File: src/rtl/serial_pkg.sv
// Shared definitions for the bit-serial arithmetic family (adder, and later
// subtractor/multiplier): FSM state encodings and the default operand width.
package serial_pkg;

    typedef enum logic [1:0] {
        ST_IDLE  = 2'd0,
        ST_SHIFT = 2'd1,
        ST_DONE  = 2'd2
    } ser_state_e;

    localparam int SER_WIDTH_DEF = 8;

endpackage : serial_pkg

File: src/rtl/full_adder.sv
// Single-bit full adder cell: combinational sum and carry of three input bits.
module full_adder (
    input  logic a,
    input  logic b,
    input  logic cin,
    output logic sum,
    output logic carry
);

    assign sum   = a ^ b ^ cin;
    assign carry = (a & b) | (cin & (a ^ b));

endmodule : full_adder

File: src/rtl/serial_adder.sv
// Bit-serial adder: one full_adder cell plus a carry flop adds two WIDTH-bit
// operands LSB first, one bit per clock, with a start/busy/done handshake.
module serial_adder
    import serial_pkg::*;
#(
    parameter int WIDTH = SER_WIDTH_DEF
) (
    input  logic             clk,
    input  logic             rst_n,
    input  logic             start,
    input  logic [WIDTH-1:0] a,
    input  logic [WIDTH-1:0] b,
    input  logic             cin,
    output logic             busy,
    output logic             done,
    output logic [WIDTH-1:0] sum,
    output logic             cout
);

    localparam int CW = $clog2(WIDTH);
    localparam logic [CW-1:0] LAST_BIT = CW'(WIDTH - 1);

    ser_state_e       state_r;
    ser_state_e       state_s;
    logic [WIDTH-1:0] sa_r;
    logic [WIDTH-1:0] sb_r;
    logic [WIDTH-1:0] ss_r;
    logic [WIDTH-1:0] sum_r;
    logic [CW-1:0]    cnt_r;
    logic             c_r;
    logic             cout_r;
    logic             busy_r;
    logic             done_r;
    logic             load_s;
    logic             shift_s;
    logic             finish_s;
    logic             fa_sum_s;
    logic             fa_carry_s;

    full_adder u_fa (
        .a     (sa_r[0]),
        .b     (sb_r[0]),
        .cin   (c_r),
        .sum   (fa_sum_s),
        .carry (fa_carry_s)
    );

    // FSM state register
    always_ff @(posedge clk or negedge rst_n) begin
        if (!rst_n) begin
            state_r <= ST_IDLE;
        end else begin
            state_r <= state_s;
        end
    end

    // Next-state and datapath control decode
    always_comb begin
        state_s  = state_r;
        load_s   = 1'b0;
        shift_s  = 1'b0;
        finish_s = 1'b0;
        case (state_r)
            ST_IDLE, ST_DONE: begin
                if (start) begin
                    load_s  = 1'b1;
                    state_s = ST_SHIFT;
                end else begin
                    state_s = ST_IDLE;
                end
            end
            ST_SHIFT: begin
                shift_s = 1'b1;
                if (cnt_r == LAST_BIT) begin
                    finish_s = 1'b1;
                    state_s  = ST_DONE;
                end else begin
                    state_s  = ST_SHIFT;
                end
            end
            default: begin
                state_s = ST_IDLE;
            end
        endcase
    end

    // Operand/partial-sum shifting, carry loop, counter and result capture
    always_ff @(posedge clk or negedge rst_n) begin
        if (!rst_n) begin
            sa_r   <= {WIDTH{1'b0}};
            sb_r   <= {WIDTH{1'b0}};
            ss_r   <= {WIDTH{1'b0}};
            c_r    <= 1'b0;
            cnt_r  <= {CW{1'b0}};
            sum_r  <= {WIDTH{1'b0}};
            cout_r <= 1'b0;
            busy_r <= 1'b0;
            done_r <= 1'b0;
        end else begin
            if (load_s) begin
                sa_r  <= a;
                sb_r  <= b;
                c_r   <= cin;
                cnt_r <= {CW{1'b0}};
            end else if (shift_s) begin
                sa_r  <= {1'b0, sa_r[WIDTH-1:1]};
                sb_r  <= {1'b0, sb_r[WIDTH-1:1]};
                ss_r  <= {fa_sum_s, ss_r[WIDTH-1:1]};
                c_r   <= fa_carry_s;
                cnt_r <= cnt_r + CW'(1);
            end
            // The final bit is folded straight into sum so done and the result coincide
            if (finish_s) begin
                sum_r  <= {fa_sum_s, ss_r[WIDTH-1:1]};
                cout_r <= fa_carry_s;
            end
            busy_r <= (state_s == ST_SHIFT);
            done_r <= finish_s;
        end
    end

    assign busy = busy_r;
    assign done = done_r;
    assign sum  = sum_r;
    assign cout = cout_r;

endmodule : serial_adder

File: config.mk
export PLATFORM = sky130hd
export DESIGN_NAME = serial_adder
export DESIGN_NICKNAME = d
export VERILOG_FILES = /design/src/rtl/serial_pkg.sv /design/src/rtl/full_adder.sv /design/src/rtl/serial_adder.sv
export SDC_FILE = /design/constraint.sdc
export NUM_CORES = 1
export LEC_CHECK = 0
export CAP_MARGIN = 20
export CORE_MARGIN = 1
export CORE_UTILIZATION = 23
export CTS_BUF_LIST = sky130_fd_sc_hd__clkbuf_16
export CTS_CLUSTER_DIAMETER = 80
export DETAILED_ROUTE_END_ITERATION = 10
export GPL_TIMING_DRIVEN = 0
export SLEW_MARGIN = 20
export SYNTH_ARGS = -nofsm -noshare
export SYNTH_HDL_FRONTEND = slang
export SYNTH_SLANG_ARGS = --single-unit
File: constraint.sdc
create_clock -name clk -period 3.8 [get_ports clk]
set_input_delay 0.76 -clock clk [delete_from_list [all_inputs] [get_ports clk]]
set_output_delay 0.76 -clock clk [all_outputs]
set_load 0.005 [all_outputs]
# ---- Word-level counts from Yosys, hierarchy flattened
# Cells that the tools add are included.
dict set report totals {
  wordCells 41
  regBits 41
  inputBits 20
  output_inout_bits 11
}
dict set report op_classes {
  bitwise_logic 6
  reduce_logical 4
  n_eq_ne 4
  addsub 1
  n_mux 16
}
# op n
set ops {}
lappend ops {{$mux W8} 4}
lappend ops {{$mux W1} 8}
lappend ops {{$mux W3} 2}
lappend ops {{$eq A2 B1 Y1 const B} 2}
lappend ops {{$pmux W2 S2} 1}
lappend ops {{$add A3 B1 Y3 const B} 1}
lappend ops {{$eq A3 B3 Y1 const B} 1}
lappend ops {{$and A1 B1 Y1} 2}
lappend ops {{$eq A2 B2 Y1 const B} 1}
lappend ops {{$logic_not A2 Y1} 1}
lappend ops {{$mux W2} 1}
lappend ops {{$reduce_and A2 Y1} 1}
lappend ops {{$reduce_bool A2 Y1} 1}
lappend ops {{$reduce_or A2 Y1} 1}
lappend ops {{$xor A1 B1 Y1} 2}
lappend ops {{$not A1 Y1} 1}
lappend ops {{$or A1 B1 Y1} 1}

# ---- Depth between registers and ports, before layout
dict set report depth {
  ltp_word 5
  ltp_mapped 5
  depth_no_buf 4
}

# ---- Hierarchy
# Synthesis repeated with hierarchy kept, for this count alone.
dict set report hier_totals {
  hier_cells 133
  area_unflattened_um2 1958.1
}
# module seq_area_each_um2 instances cells_each area_each_um2
set by_module_without_submodules {}
lappend by_module_without_submodules {serial_adder 1001.0 1 132 1938.1}
lappend by_module_without_submodules {full_adder 0.0 1 1 20.0}

# ---- Worst setup path before layout
# OpenSTA, ideal clock, no wires.
dict set report synth_timing {
  kind {input -> register}
  from {input start}
  to {register sa_r[3]}
  path_stages 4
  arrival_ps 1341
  slack_ps 2333
  n_path_buf 2
  setup_ps 127
  t_required_ps 3673
  cell_sequence {buf_4 > buf_6 > mux2i_1 > mux2i_1}
}
dict set report synth_via {
  elab_chain_cells 3
  elab_cells_between_ends 4
  cone_classes {mux: 3; reduce/logical: 1}
}
# element line
set synth_lines {}
lappend synth_lines {{start: declaration} serial_adder.sv:10} ;# input logic start,
lappend synth_lines {{$mux W1 (*)} serial_adder.sv:65} ;# if (start) begin
lappend synth_lines {{$mux W1 (*)} serial_adder.sv:63} ;# case (state_r)
lappend synth_lines {{$mux W8 or $reduce_bool A2 Y1 (tied branches)} n/a}
lappend synth_lines {{end signal: assignment} serial_adder.sv:90} ;# sa_r <= {WIDTH{1'b0}};
lappend synth_lines {{end signal: assignment} serial_adder.sv:106} ;# sa_r <= {1'b0, sa_r[WIDTH-1:1]};
lappend synth_lines {{end: declaration} serial_adder.sv:25} ;# logic [WIDTH-1:0] sa_r;
# Every way passes the cells marked *; elsewhere a longest branch is shown, timed or not.
# A chain may end at the register's enable or synchronous reset.

# ---- Worst setup path in the final report
dict set report layout_timing {
  from {register cout_r (netlist: cout)}
  to {output cout}
}
# element line
set layout_rtl {}
lappend layout_rtl {{start: declaration} serial_adder.sv:31} ;# logic cout_r;
lappend layout_rtl {{start signal: assignment} serial_adder.sv:115} ;# cout_r <= fa_carry_s;
lappend layout_rtl {{end: declaration} serial_adder.sv:17} ;# output logic cout
# No word-level cell between the ends.

==> results.md <==
* Cell Pwr Density at 756 nW/um^2
* Hold-fix buffers, CTS at 0
* Req. time, crit path at 3.04 ns
* Cells after synthesis at 133
* Placed cell count at between 200 and 300
* Max Slew Vio Count at 0
* Initial antenna violation count at 0
* CTS tree: built
* Delay-heaviest family, CP: buffers and inverters
* Number of global-route vias before repair at 1165
* Die Footprint at ~8800 sq um
* Final worst path period share at 0.501
* Clock transition at the registers of the reported paths at 0.06 ns
* Clock Latency Late Sink at around 0.28 ns
* Type of destination of the critical path: primary output
* Post-synth top flop: dfrtp_1
* Ys async rst share at 1.00
* Ys Warns at 0
* Count of TritonRoute iterations in the first routing pass at 4
* P&R area growth vs syn at 31.4%
* Synthesized area at 1950 sq um
* Final wirelength at 3530 microns
* Port bufs at 29
* Largest net degree at the start of global routing at 24
* Die extent in x at approximately 94 microns
* CTS resizes at 0
* CTS buffer count at 5
* Post-CTS setup buffers at 0
* Vias per cell at just over 4
* Post-synth top area share at 0.513
* Vias at between 1k and 1.5k
* # DRC at 0
* I/O pins at 31
* Fin crit period at 1.91 ns
* N_diodes at 0
* Initial core utilization at 0.237
* Synth Register Bits at 40
* CP bufs+invs at 1
* P_leak at 1.19 nW
* Yosys cell types at 19
* Clock buffer depth at 2
* Worst hold-check path type: in -> async
* Most frequent cell after synthesis: mux2i_1
* RSZ-0062 raised after global routing: false
* Routability Congestion at roughly 0.68
* Fin nets at 193
* Crit-path cells: clkdlybuf4s50_1
* Arrival time worst endpoint at 1.15 ns
* Core area at between 8000 and 9000 sq um
* Drt wl/cell at 12.8 microns
* FILL cells at 822
* VDD IR max at 0.000300 V
* GR Util All Layers at 0.0937
* Final setup violation count at 0
* Syn_area_per_cell at 14.7 sq um
* Row cnt at 33
* Critical-path top delay cell: clkdlybuf4s50_1
* Syn Nets at ~160
* Final-report hold violation count at 0
* Post-synthesis sequential area ratio at 0.513
* Antenna viol nets, final at 0
* Clock Skew at 0.00370 ns
* Die Y at about 94 microns
* First-pass GRT wire length at 6100 microns
* Commonest cells in the netlist: 47 x mux2i_1, 40 x dfrtp_1, 9 x mux2_2, 9 x mux2_4, 4 x buf_6
* Top cells by area, synth: dfrtp_1 51%, mux2i_1 24%, mux2_4 6.9%
* Root buffer cell: clkbuf_16
* Share of cells above drive strength 1 at 0.222
* Rel. slew slack at 0.617
* GRT Residual Overflow at 0
* Clock sink count at 40
* Max FO, Critical Path at 2
* DRT iter0 DRCs at 51
* Critical path startpoint category: flop
* Number of synthesized flops with an enable pin at 0
* Finished Layout Cells at ~280
* Detail Placement HPWL at 2480 microns
* Critical path type: reg -> out
* Post-layout util at 0.312
* Maxcap violations at 0
* Post-route setup TNS at 0 ns
* Outcome: finished clean
* Highest clock rate at 525 MHz
* Max incr delay on CP at roughly 0.5 ns
* Htree depth at 2
* Synth area leader: dfrtp_1
* Slew @ Worst Pin at 0.575 ns
## report_power, final
group / switching, mW / internal [mW]
sequential: 0.133 / 0.621
combinational: 0.254 / 0.454
clock: 0.165 / 0.308
total: 0.552 / 1.38
## logic make-up (layout without fill, tap and decap cells)
kind of cell,after synthesis,in the layout,share of synthesized area
mux,65,65,0.363
flops,40,40,0.513
buf+inv,12,50,0.0507
compound gates,7,7,0.0250
simple gates,5,5,0.0205
fa+ha+maj,3,3,0.0231
xor+xnor,1,1,0.00449
## sequential cells by signal, summed over array words and instances (netlist names), 2 cells and up
name     cells
cnt_r        3
sum          8
sa_r         8
ss_r         7
state_r      2
sb_r         8
## layout by cell type, fill, tap and decap left out, types with 3 or more instances in the layout
cell             synthesis  final
a22o_1                   3      3
mux2_2                   9      9
buf_6                    4      4
dfrtp_1                 40     40
mux2i_1                 47     47
clkbuf_16                0      5
buf_4                    3      3
clkdlybuf4s50_1          0     28
mux2_4                   9      9
inv_1                    3      3
## routing by layer
| layer | global-route usage | part of all wire | up-vias |
|---|---|---|---|
| li1 | - | - | 557 |
| met1 | 0.131 | 0.51 | 556 |
| met4 | 0.0423 | 0.017 | 0 |
| met5 | 0 | 0 | - |
| met2 | 0.128 | 0.42 | 27 |
| met3 | 0.0324 | 0.047 | 7 |
## stage by stage
| step | setup WS (ns) | power (mW) | instance area (sq um) | hold slack, ns |
|---|---|---|---|---|
| 4_1_cts | 1.87 | 1.97 | 2560 | 0.494 |
| 2_1_floorplan | 2.33 | 1.24 | 1950 | 0.464 |
| 3_5_place_dp | 2.18 | 1.48 | 2390 | 0.495 |
| 6_report | 1.89 | 1.94 | 2560 | 0.475 |
| 3_3_place_gp | 0.889 | 1.46 | 2370 | 0.488 |
| 5_1_grt | 1.82 | 2.08 | 2560 | 0.512 |
## path summary, 6_finish.rpt
path                                        to  slack, ns  cells after the start                  from
setup / recovery                          cout       1.89                      1      cout$_DFFE_PN0P_
hold / removal              sum[2]$_DFFE_PN0P_       0.47                      1                 rst_n
setup reg to reg            sum[4]$_DFFE_PN0P_       2.24                      5  cnt_r[0]$_DFFE_PN0P_
hold reg to reg            ss_r[1]$_DFFE_PN0P_       0.50                      1   ss_r[1]$_DFFE_PN0P_
max in group asynchronous  sb_r[1]$_DFFE_PN0P_       2.84                      2                 rst_n
min in group clk           ss_r[1]$_DFFE_PN0P_       0.50                      1   ss_r[1]$_DFFE_PN0P_
## cell type report
cell class	count	area, sq um	share of cell area
clock inverter	3	42.5	0.0166
tap	105	131	0.0513
multi-input combinational	81	850	0.332
sequential	40	1000	0.391
buffer	9	87.6	0.0342
clock buffer	5	125	0.0489
timing repair buffer	30	313	0.122
inverter	3	11.3	0.00440
Note: power is estimated with default switching activity, not from simulation.
